--- config.mk ---
export PLATFORM = sky130hd
export DESIGN_NAME = decode_uop_queue
export DESIGN_NICKNAME = d
export VERILOG_FILES = /design/src/rtl/decode_uop_queue.sv
export SDC_FILE = /design/constraint.sdc
export NUM_CORES = 1
export LEC_CHECK = 0
export BUFFER_PORTS_ARGS = -buffer_cell sky130_fd_sc_hd__buf_2
export CAP_MARGIN = 10
export CORE_MARGIN = 10
export CORE_UTILIZATION = 25
export CTS_CLUSTER_SIZE = 28
export DETAILED_ROUTE_END_ITERATION = 7
export PLACE_DENSITY = 0.37
export SYNTH_ARGS = -nofsm -noshare
export SYNTH_HDL_FRONTEND = slang
export SYNTH_SLANG_ARGS = --single-unit
export TNS_END_PERCENT = 5
--- constraint.sdc ---
create_clock -name clk -period 44.5 [get_ports clk]
set_input_delay 0 -clock clk [delete_from_list [all_inputs] [get_ports clk]]
set_output_delay 0 -clock clk [all_outputs]
set_load 0.01 [all_outputs]
--- src/rtl/decode_uop_queue.sv ---
// Decoded micro-op queue between decode and issue.
// Circular FIFO with valid/ready on both sides and a redirect flush.
module decode_uop_queue #(
  parameter int DEPTH = 8
) (
  input  logic                       clk,
  input  logic                       reset,
  input  logic                       flush,
  input  logic                       in_valid,
  output logic                       in_ready,
  input  logic [31:0]                in_pc,
  input  logic [4:0]                 in_src0,
  input  logic [4:0]                 in_src1,
  input  logic [4:0]                 in_dst,
  input  logic [25:0]                in_imm,
  input  logic                       in_pipe_alu,
  input  logic                       in_pipe_mul,
  input  logic                       in_pipe_mem,
  input  logic                       in_pipe_bru,
  input  logic [4:0]                 in_alu_cmd,
  input  logic                       in_mul_cmd,
  input  logic [4:0]                 in_mem_cmd,
  input  logic [6:0]                 in_bru_cmd,
  input  logic [1:0]                 in_bagu_cmd,
  input  logic [1:0]                 in_lswidth,
  output logic                       out_valid,
  input  logic                       out_ready,
  output logic [31:0]                out_pc,
  output logic [4:0]                 out_src0,
  output logic [4:0]                 out_src1,
  output logic [4:0]                 out_dst,
  output logic [25:0]                out_imm,
  output logic                       out_pipe_alu,
  output logic                       out_pipe_mul,
  output logic                       out_pipe_mem,
  output logic                       out_pipe_bru,
  output logic [4:0]                 out_alu_cmd,
  output logic                       out_mul_cmd,
  output logic [4:0]                 out_mem_cmd,
  output logic [6:0]                 out_bru_cmd,
  output logic [1:0]                 out_bagu_cmd,
  output logic [1:0]                 out_lswidth,
  output logic                       out_excp_ri,
  output logic [$clog2(DEPTH+1)-1:0] count
);

  localparam int AW = $clog2(DEPTH);
  localparam int CW = $clog2(DEPTH+1);

  typedef struct packed {
    logic [31:0] pc;
    logic [4:0]  src0;
    logic [4:0]  src1;
    logic [4:0]  dst;
    logic [25:0] imm;
    logic        pipe_alu;
    logic        pipe_mul;
    logic        pipe_mem;
    logic        pipe_bru;
    logic [4:0]  alu_cmd;
    logic        mul_cmd;
    logic [4:0]  mem_cmd;
    logic [6:0]  bru_cmd;
    logic [1:0]  bagu_cmd;
    logic [1:0]  lswidth;
    logic        excp_ri;
  } uop_t;

  uop_t          r_mem [DEPTH];
  logic [AW-1:0] r_wptr;
  logic [AW-1:0] r_rptr;
  logic [CW-1:0] r_cnt;

  logic w_full;
  logic w_empty;
  logic w_enq;
  logic w_deq;
  uop_t w_new;
  uop_t w_head;

  assign w_full  = (r_cnt == CW'(DEPTH));
  assign w_empty = (r_cnt == '0);
  assign w_enq   = in_valid && !w_full && !flush;
  assign w_deq   = !w_empty && out_ready && !flush;

  always_comb begin
    w_new          = '0;
    w_new.pc       = in_pc;
    w_new.src0     = in_src0;
    w_new.src1     = in_src1;
    w_new.dst      = in_dst;
    w_new.imm      = in_imm;
    w_new.pipe_alu = in_pipe_alu;
    w_new.pipe_mul = in_pipe_mul;
    w_new.pipe_mem = in_pipe_mem;
    w_new.pipe_bru = in_pipe_bru;
    w_new.alu_cmd  = in_alu_cmd;
    w_new.mul_cmd  = in_mul_cmd;
    w_new.mem_cmd  = in_mem_cmd;
    w_new.bru_cmd  = in_bru_cmd;
    w_new.bagu_cmd = in_bagu_cmd;
    w_new.lswidth  = in_lswidth;
    // No pipe selected: issue must raise a reserved-instruction trap
    w_new.excp_ri  = !(in_pipe_alu | in_pipe_mul |
                       in_pipe_mem | in_pipe_bru);
  end

  always_ff @(posedge clk or posedge reset) begin
    if (reset) begin
      r_wptr <= '0;
      r_rptr <= '0;
      r_cnt  <= '0;
    end else if (flush) begin
      r_wptr <= '0;
      r_rptr <= '0;
      r_cnt  <= '0;
    end else begin
      if (w_enq) r_wptr <= r_wptr + AW'(1);
      if (w_deq) r_rptr <= r_rptr + AW'(1);
      case ({w_enq, w_deq})
        2'b10:   r_cnt <= r_cnt + CW'(1);
        2'b01:   r_cnt <= r_cnt - CW'(1);
        default: r_cnt <= r_cnt;
      endcase
    end
  end

  always_ff @(posedge clk or posedge reset) begin
    if (reset) begin
      for (int i = 0; i < DEPTH; i++) r_mem[i] <= '0;
    end else if (w_enq) begin
      r_mem[r_wptr] <= w_new;
    end
  end

  assign w_head       = r_mem[r_rptr];
  assign in_ready     = !w_full;
  assign out_valid    = !w_empty;
  assign count        = r_cnt;
  assign out_pc       = w_head.pc;
  assign out_src0     = w_head.src0;
  assign out_src1     = w_head.src1;
  assign out_dst      = w_head.dst;
  assign out_imm      = w_head.imm;
  assign out_pipe_alu = w_head.pipe_alu;
  assign out_pipe_mul = w_head.pipe_mul;
  assign out_pipe_mem = w_head.pipe_mem;
  assign out_pipe_bru = w_head.pipe_bru;
  assign out_alu_cmd  = w_head.alu_cmd;
  assign out_mul_cmd  = w_head.mul_cmd;
  assign out_mem_cmd  = w_head.mem_cmd;
  assign out_bru_cmd  = w_head.bru_cmd;
  assign out_bagu_cmd = w_head.bagu_cmd;
  assign out_lswidth  = w_head.lswidth;
  assign out_excp_ri  = w_head.excp_ri;

endmodule

Yosys cells after proc, flatten, opt, wreduce, memory -nomap -nowiden
Cells that the tools add are included.
{"block": "classes", "n_lt_le_gt_ge": 3, "eq_ne": 3, "add_sub_neg": 4, "n_reduce_logical": 13, "mux": 12, "bitwise_logic": 5}
{"cell": "800-bit bitwise mux", "n": 1}
{"cell": "100-bit binary-select mux with 3-bit select", "n": 1}
{"cell": "100-bit demux with 3-bit select", "n": 1}
{"cell": "100-bit two-way mux", "n": 3}
{"cell": "3-bit two-way mux", "n": 4}
{"cell": "4-bit >= comparator, second input constant", "n": 2}
{"cell": "3-bit inverter with 4-bit output", "n": 2}
{"cell": "4-bit case mux with 2 select lines", "n": 1}
{"cell": "3-bit by 1-bit adder with 3-bit output, second input constant", "n": 2}
{"cell": "1-bit logical AND", "n": 5}
{"cell": "4-bit by 1-bit adder with 4-bit output, second input constant", "n": 1}
{"cell": "4-bit == test, second input constant", "n": 1}
{"cell": "1-bit zero test", "n": 4}
{"cell": "4-bit zero test", "n": 1}
{"cell": "4-bit by 1-bit less-than comparator with 1-bit output, second input constant", "n": 1}
{"cell": "4-bit two-way mux", "n": 1}
{"cell": "2-bit nonzero test", "n": 2}
{"cell": "4-bit by 1-bit subtractor with 4-bit output, second input constant", "n": 1}
{"cell": "1-bit bitwise OR", "n": 3}
{"cell": "3-bit nonzero test", "n": 1}
{"cell": "2-bit by 1-bit == test with 1-bit output, second input constant", "n": 1}
{"cell": "2-bit == test, second input constant", "n": 1}
{"block": "totals", "reg_bits": 810, "out_inout_bits": 106, "input_bits": 104, "word_cells": 171}

Logic depth before layout (Yosys ltp)
Gate-level depths: netlist of the first run.
{"block": "depth", "word_depth": 7, "mapped_depth": 10, "mapped_depth_nobuf": 9}

Worst setup path after synthesis of the first run
OpenSTA, ideal clock, no wires.
{"block": "synth_path", "kind": "flip-flop to flip-flop", "start": "reg r_cnt[0] (netlist: count[0])", "end": "reg r_cnt[3] (netlist: count[3])", "path_buffers": 1, "t_arrival_ns": 2.677, "stages_incl_launch_ff": 11, "required_time_ns": 44.396, "synth_period_minus_slack_ns": 2.781, "setup_ns": 0.104, "slack_ns": 41.719, "path_cell_list": "dfrtp_1 -> buf_2 -> nor4b_4 -> inv_2 -> a21oi_1 -> nor2b_1 -> ha_1 -> a21oi_1 -> nand2_1 -> or4b_1 -> o311ai_1"}
{"block": "synth_via", "elab_chain_len": 7, "word_cells_on_any_way": 15, "cone_classes": "add/sub: 2; eq/ne: 3; mux: 2; reduce/logical: 8"}
{"item": "from (decl)", "line": "72", "rtl": "logic [CW-1:0] r_cnt;"}
{"item": "from (signal assigned)", "line": "121", "rtl": "2'b10: r_cnt <= r_cnt + CW'(1);"}
{"item": "from (signal assigned)", "line": "122", "rtl": "2'b01: r_cnt <= r_cnt - CW'(1);"}
{"item": "from (signal assigned)", "line": "123", "rtl": "default: r_cnt <= r_cnt;"}
{"item": "4-bit == test *", "line": "81", "rtl": "assign w_full = (r_cnt == CW'(DEPTH));"}
{"item": "1-bit zero test *"}
{"item": "net in_ready", "line": "10", "rtl": "output logic in_ready,"}
{"item": "1-bit logical AND * (2 in a row)", "line": "83", "rtl": "assign w_enq = in_valid && !w_full && !flush;"}
{"item": "2-bit by 1-bit == test with 1-bit output / 2-bit == test (equally long branches)", "line": "120", "rtl": "case ({w_enq, w_deq})"}
{"item": "4-bit case mux with 2 select lines", "line": "120"}
{"item": "4-bit two-way mux", "line": "113", "rtl": "end else if (flush) begin"}
The timed path passes the listed nets; every way through them passes the cells marked *.
A chain may end at the register's enable or synchronous reset.

Worst setup path in the final report of the first run
{"block": "layout_path", "start": "reg r_rptr[0]", "end": "out out_pipe_bru"}
{"block": "layout_via", "elab_chain_len": 4}
{"item": "from (decl)", "line": "71", "rtl": "logic [AW-1:0] r_rptr;"}
{"item": "from (signal assigned)", "line": "119", "rtl": "if (w_deq) r_rptr <= r_rptr + AW'(1);"}
{"item": "3-bit inverter with 4-bit output (not written as such)", "line": "136", "rtl": "assign w_head = r_mem[r_rptr];"}
{"item": "100-bit binary-select mux with 3-bit select", "line": "136"}
{"item": "100-bit two-way mux (not written as such) (2 in a row)", "line": "136"}
{"item": "to (decl)", "line": "36", "rtl": "output logic out_pipe_bru,"}
No other way between the ends. The select of a mux whose other input is x is not followed.

==> qor.txt, run 1 <==
Outcome - finished, final reports clean
DIE AREA - 170,000 um2
PD cells - 59.1 nW/um2
First drt pass iteration count - 4
CP peak stage delay - 0.94 ns
CP startpoint kind - flip-flop
FF-to-FF End - r_mem[95]$_DFFE_PP0P_
Synth Instances - 2,132
Clock slew at the register clock pins of the worst setup and hold paths - 0.06 ns
Fin. max-slew vios - 0
First-pass GRT wire length - 161,000 um
Maxcap violations - 0
Peak supply drop - 0.0296 mV
WP data arrival - 5.05 ns
Mapped Area - 38,400 um2
Post-synthesis async set-or-reset flop share - 1.00
Grt met1 use - 0.172
Tmin final - 5.05 ns
PortBufs - 209
Final Wtd Congestion - 0.689
Area Overhead vs Synth - 19.0%
Worst skew pair latency - 0.71 ns
HPWL Detailed - 59,200 um
CP Capture Type - primary output
Core box area - 152,000 um2
DRC Markers - 0
Primary FF master, synth - dfrtp_1
Avg Cell Area, Syn - 18.0 um2
Chip height - 412 um
Crit share post-route - 0.113
Total Power - 0.00270 W
Initial DRC Count - 827
Seq/Total Area, Yosys - 0.527
Final ANT Viol Nets - 0
Largest net degree at the start of global routing - 159
CP max FO - 38
GRT overflow - 0
Post-Layout Cell Count - 4,558
DP Cell Count - 4,262
Worst setup path start - r_rptr[0]$_DFFE_PP0P_
R2R cell count - 5
Post-route cell area - 45,800 um2
Via count - 20,200
Main area contributors after synthesis - dfrtp_1 53%, mux2_4 21%, mux4_2 12%
Clk buf depth - 3
DP Area - 41,300 um2
H-tree levels - 3
Antenna violations before repair - 10
Post-synth EDFFs - 0
HP Class - in2async
Fill count - 15,000
Final nets - 2,549
Most used routing layer - met2
Unrepaired setup endpoints after global routing - false
Die X - 412 um
Crit path cell chain - buf_4, buf_4, buf_4, mux4_2, mux2_2, buf_2
Setup TNS - 0 ns
Kind of cell adding the most delay to the critical path - buffers and inverters
Required time worst endpoint - 44.50 ns
Met2 usage - 0.195
Total nets after synthesis - 2,241
Yosys warns - 0
Crit path kind - reg2out
FF+latch count, synth - 810
Max Clk Rate - 198 MHz
# setup viols final - 0
Worst setup path endpoint - out_pipe_bru
Leading area contributor after synthesis - dfrtp_1
CP Depth - 6
# IOs - 210
Synth cell types - 36
Fin worst setup slack - 39.45 ns
Top cell type's share of synthesized area - 0.527
Final Hold Fails - 0
Starting Density - 0.252
Clk root buf - clkbuf_16
Cell mode on critical path - buf_4
Routed len/inst - 23.0 um
Max-slew headroom - 0.312
DP Worst Slack - 39.99 ns
Total CTS buffers - 102
CP max stage cell - dfrtp_4
Grt met3 use - 0.0267
# clock sinks - 810
Share of layout cells above drive strength 1 - 0.564
Gr usage total - 0.124
Rows - 143
RR Startpoint - count[1]$_DFFE_PP0P_
Layout Skew - 0.0365 ns
Drt via density - 4.42
CTS tree - yes
Final wirelength - 105,000 um
Worst-margin pin slew - 1.03 ns
Reg2reg setup slack - 40.84 ns
Worst Path Buf+Inv - 4
Vias in the first global route - 23,600
Static leakage - 21.9 nW
[tightest hold or removal path, delay by kind of cell]
family | cells | cell delay (ns)
buffers and inverters | 3 | 1.24
[per-layer routing]
metal	vias up	routed length [um]
li1	8631	-
met1	11000	49500
met2	337	48500
met3	146	4740
met4	12	2010
met5	-	76
[cell usage after synthesis (all sizes together), types with 4 or more instances]
| library cell | n |
|---|---|
| nand3 | 4 |
| nor2 | 11 |
| clkbuf | 23 |
| a21oi | 4 |
| dfrtp | 810 |
| mux2 | 892 |
| nand2b | 4 |
| or4b | 7 |
| mux4 | 200 |
| nand2 | 12 |
| mux2i | 4 |
| ha | 4 |
| buf | 125 |
| o21ai | 8 |
[final cells by class]
class	count	area [um2]	area share
multi-input combinational	1172	17100	0.374
timing repair buffer	352	2400	0.0526
sequential	810	20300	0.443
inverter	2	15.0	0.000328
tap	2030	2540	0.0555
antenna	6	15.0	0.000328
clock buffer	158	3060	0.0670
clock inverter	28	310	0.00678
[cell families (layout without fill, tap and decap cells)]
| group | after synthesis | in the layout | share of synthesized area |
|---|---|---|---|
| AND/OR/NAND/NOR | 47 | 47 | 0.00732 |
| buffers and inverters | 150 | 540 | 0.0282 |
| XOR/XNOR | 6 | 6 | 0.00137 |
| AO/OA/AOI/OAI | 18 | 18 | 0.00306 |
| other | 0 | 6 | 0 |
| multiplexers | 1096 | 1096 | 0.431 |
| flip-flops | 810 | 810 | 0.527 |
| adder cells (fa/ha/maj) | 5 | 5 | 0.00182 |
[per-stage QoR]
stage,utilization,hold WS (ns)
after floorplan,-,0.132
after global placement,0.271,0.252
after detailed placement,0.271,0.272
after CTS,0.300,0.0468
after global routing,0.300,0.0962
final,0.300,0.0454
[layout by cell type (no fill, tap or decap), types with 2 or more instances in the layout]
cell           Yosys  routed
clkbuf_1          23      27
clkbuf_16          0     103
or4_1              2       2
dfrtp_4            0       3
a211oi_1           3       3
diode_2            0       6
o21ai_1            2       2
mux2_4           528     528
mux2_1            90      90
clkinvlp_4         0       3
dlygate4sd3_1      0     104
dfrtp_1          810     807
nor2_1            11      11
xnor2_1            3       3
nand3_1            4       4
clkinv_2           0      15
clkbuf_8           0      28
mux2_2           274     274
nand2_1           12      12
mux2i_1            4       4
a21oi_1            4       4
bufinv_16          0       4
buf_12             0       2
mux4_2           200     200
inv_6              0       3
nand2b_1           4       4
buf_4              0      37
buf_2             57     209
or4b_4             0       6
xor2_1             3       3
o21ai_0            6       6
ha_1               4       4
[flip-flops by register name, summed over array words and instances (netlist names)]
register  count
count         4
r_wptr        3
r_mem       800
r_rptr        3
[how the worst min path moves through the flow]
stage,end,depth (start not counted)
6_report,r_mem[309]$_DFFE_PP0P_,3
2_1_floorplan,r_mem[702]$_DFFE_PP0P_,1
3_5_place_dp,r_mem[309]$_DFFE_PP0P_,2
5_1_grt,r_mem[309]$_DFFE_PP0P_,3
3_3_place_gp,r_mem[209]$_DFFE_PP0P_,2
4_1_cts,r_mem[309]$_DFFE_PP0P_,3
[repair_timing]
action	CTS	global route
resized for setup	0	0
hold endpoints to repair	931	0
hold buffers	104	0
buffers inserted	0	0
[report_power, final]
| part | switching (W) | internal (W) |
|---|---|---|
| combinational | 0.000335 | 0.000482 |
| sequential | 0.000121 | 0.000934 |
| clock | 0.000336 | 0.000495 |
| total | 0.000791 | 0.00191 |
No activity file was read; power rests on OpenSTA's default activity.
==> inputs of run 2 (changes only) <==
Settings changed: PLACE_DENSITY 0.37 to 0.39.
Clock period 44.5 ns to 4.2 ns, I/O delays scaled along.
==> qor.txt, run 2 (same netlist as run 1, synthesis figures left out) <==
Commonest non-fill, non-tap cell in the layout - dfrtp_1
CTS tree - yes
Clk buf depth - 3 (unchanged)
WP data arrival - 3.74 ns (-1.31 ns)
Drt via density - 4.46 (+0.75%)
# clock sinks - 810 (unchanged)
Hold WS - 0.162 ns (+0.116 ns)
Clock slew at the register clock pins of the worst setup and hold paths - 0.06 ns (about the same)
Tmin final - 3.14 ns
Gr usage total - 0.126 (+0.00175)
Final wirelength - 107,000 um (+1.9%)
Share of layout cells above drive strength 1 - 0.567 (+0.00266)
HP Class - in2reg
Final ANT Viol Nets - 0 (unchanged)
PD cells - 626 nW/um2 (+960%)
Core box area - 152,000 um2 (unchanged)
Cell mode on critical path - a21oi_1
GRT overflow - 0 (unchanged)
Post-route cell area - 46,100 um2 (+0.83%)
Total CTS buffers - 102 (unchanged)
DIE AREA - 170,000 um2 (unchanged)
# IOs - 210 (unchanged)
CP startpoint kind - flip-flop
Crit path kind - reg2reg
Final Hold Fails - 0 (unchanged)
Max Clk Rate - 319 MHz
Final nets - 2,559 (+0.39%)
Fin. max-slew vios - 0 (unchanged)
Worst-margin pin slew - 1.10 ns (+0.0716 ns)
HPWL Detailed - 60,700 um (+2.5%)
Required time worst endpoint - 4.80 ns (-39.70 ns)
Area Overhead vs Synth - 20.0%
Die X - 412 um (unchanged)
Max-slew headroom - 0.264 (-0.0477)
Fill count - 14,900 (-0.57%)
H-tree levels - 3 (unchanged)
First drt pass iteration count - 6 (+2)
First-pass GRT wire length - 162,000 um (+0.89%)
Static leakage - 22.0 nW (+0.69%)
Unrepaired setup endpoints after global routing - false
Area of the multi-input gates - 17,100 um2 (unchanged)
Peak supply drop - 0.270 mV (+810%)
Largest net degree at the start of global routing - 177 (+11%)
Antenna violations before repair - 18 (+8)
Worst skew pair latency - 0.71 ns (about the same)
Sequential cell area - 20,300 um2 (unchanged)
CP peak stage delay - 0.56 ns (-0.38 ns)
Via count - 20,300 (+0.79%)
Initial DRC Count - 1,114 (+35%)
Number of flip-flops in the largest register - 800 (unchanged)
Most frequent cells in the layout - 807 x dfrtp_1, 528 x mux2_4, 274 x mux2_2
PortBufs - 209 (unchanged)
CP Capture Type - flip-flop
Chip height - 412 um (unchanged)
Maxcap violations - 0 (unchanged)
Crit path cell chain - nor4b_4, inv_2, a21oi_1, nor2b_1, ha_1, a21oi_1, nand2_1, or4b_1, o311ai_1
Setup bufs post-CTS - 0 (unchanged)
Total Power - 0.0289 W (+970%)
Layout Skew - 0.0290 ns (-0.00754 ns)
DP Area - 41,700 um2 (+0.97%)
Crit share post-route - 0.747
DRC Markers - 0 (unchanged)
Final Wtd Congestion - 0.714 (+3.5%)
Rows - 143 (unchanged)
CP max FO - 9 (-76%)
# setup viols final - 0 (unchanged)
Outcome - finished, final reports clean
Routed len/inst - 23.4 um (+1.9%)
Starting Density - 0.252 (unchanged)
Vias in the first global route - 23,600 (unchanged)
Biggest register - r_mem
Clk root buf - clkbuf_16
CP max stage cell - nor4b_4
run 2: cell count changes in the layout (fill, tap and decap cells not counted), moves of 2 or more:
cell / previous run / this run
diode_2: 6 / 11
buf_4: 37 / 19
buf_12: 2 / 29
bufinv_16: 4 / 8
clkinvlp_4: 3 / 5
clkbuf_8: 28 / 20
clkbuf_1: 27 / 18
clkinv_4: 0 / 2
run 2: per-stage QoR:
stage,setup TNS [ns],util,setup slack [ns],cells
finish,0,0.303,1.06,4560
global route,0,0.303,0.733,4556
CTS,0,0.302,0.919,4549
detailed placement,0,0.274,1.12,4271
global placement,0,0.274,1.06,4271
floorplan,-5605.69,-,-6.92,2132
run 2: worst paths after layout:
check                                            start                     end  slack (ns)  cells after the start
worst max-delay path              count[1]$_DFFE_PP0P_    count[3]$_DFFE_PP0P_        1.06                      9
worst min register to register  r_mem[200]$_DFFE_PP0P_  r_mem[200]$_DFFE_PP0P_        0.48                      2
worst min-delay path                        in_src1[0]  r_mem[758]$_DFFE_PP0P_        0.16                      3
min in group asynchronous                        reset  r_mem[310]$_DFFE_PP0P_        0.58                      4
max in group asynchronous                        reset  r_mem[140]$_DFFE_PP0P_        2.09                      5
worst max register to register    count[1]$_DFFE_PP0P_    count[3]$_DFFE_PP0P_        1.06                      9
run 2: worst max-delay path: cells and delay by family, from the launching register on:
kind	cells	cell delay, ns
buffers and inverters	1	0.15
and+or+nand+nor	4	1.47
AOI/OAI and AO/OA	3	0.57
adders and majority gates	1	0.32
DFF	1	0.52
run 2: area by class of cell:
| class | count | area share |
|---|---|---|
| Tap cell | 2030 | 0.0550 |
| Sequential cell | 810 | 0.440 |
| Clock buffer | 141 | 0.0633 |
| Clock inverter | 32 | 0.00884 |
| Timing Repair Buffer | 362 | 0.0611 |
| Multi-Input combinational cell | 1172 | 0.371 |
| Antenna cell | 11 | 0.000597 |
| Inverter | 2 | 0.000244 |
run 2: power breakdown:
group / internal [W] / switching [W] / total, W
sequential: 0.00990 / 0.00126 / 0.0112
combinational: 0.00521 / 0.00366 / 0.00887
clock: 0.00530 / 0.00356 / 0.00886
run 2: repair_timing:
action | CTS | global route
endpoints found under the hold margin | 947 | 0
gates resized for setup | 0 | 0
hold buffers | 105 | 0
run 2: routing by layer:
| metal | GRT usage | part of all wire |
|---|---|---|
| met1 | 0.173 | 0.47 |
| met2 | 0.196 | 0.46 |
| met3 | 0.0297 | 0.044 |
| met4 | 0.0347 | 0.024 |
| met5 | 0 | 0.00050 |
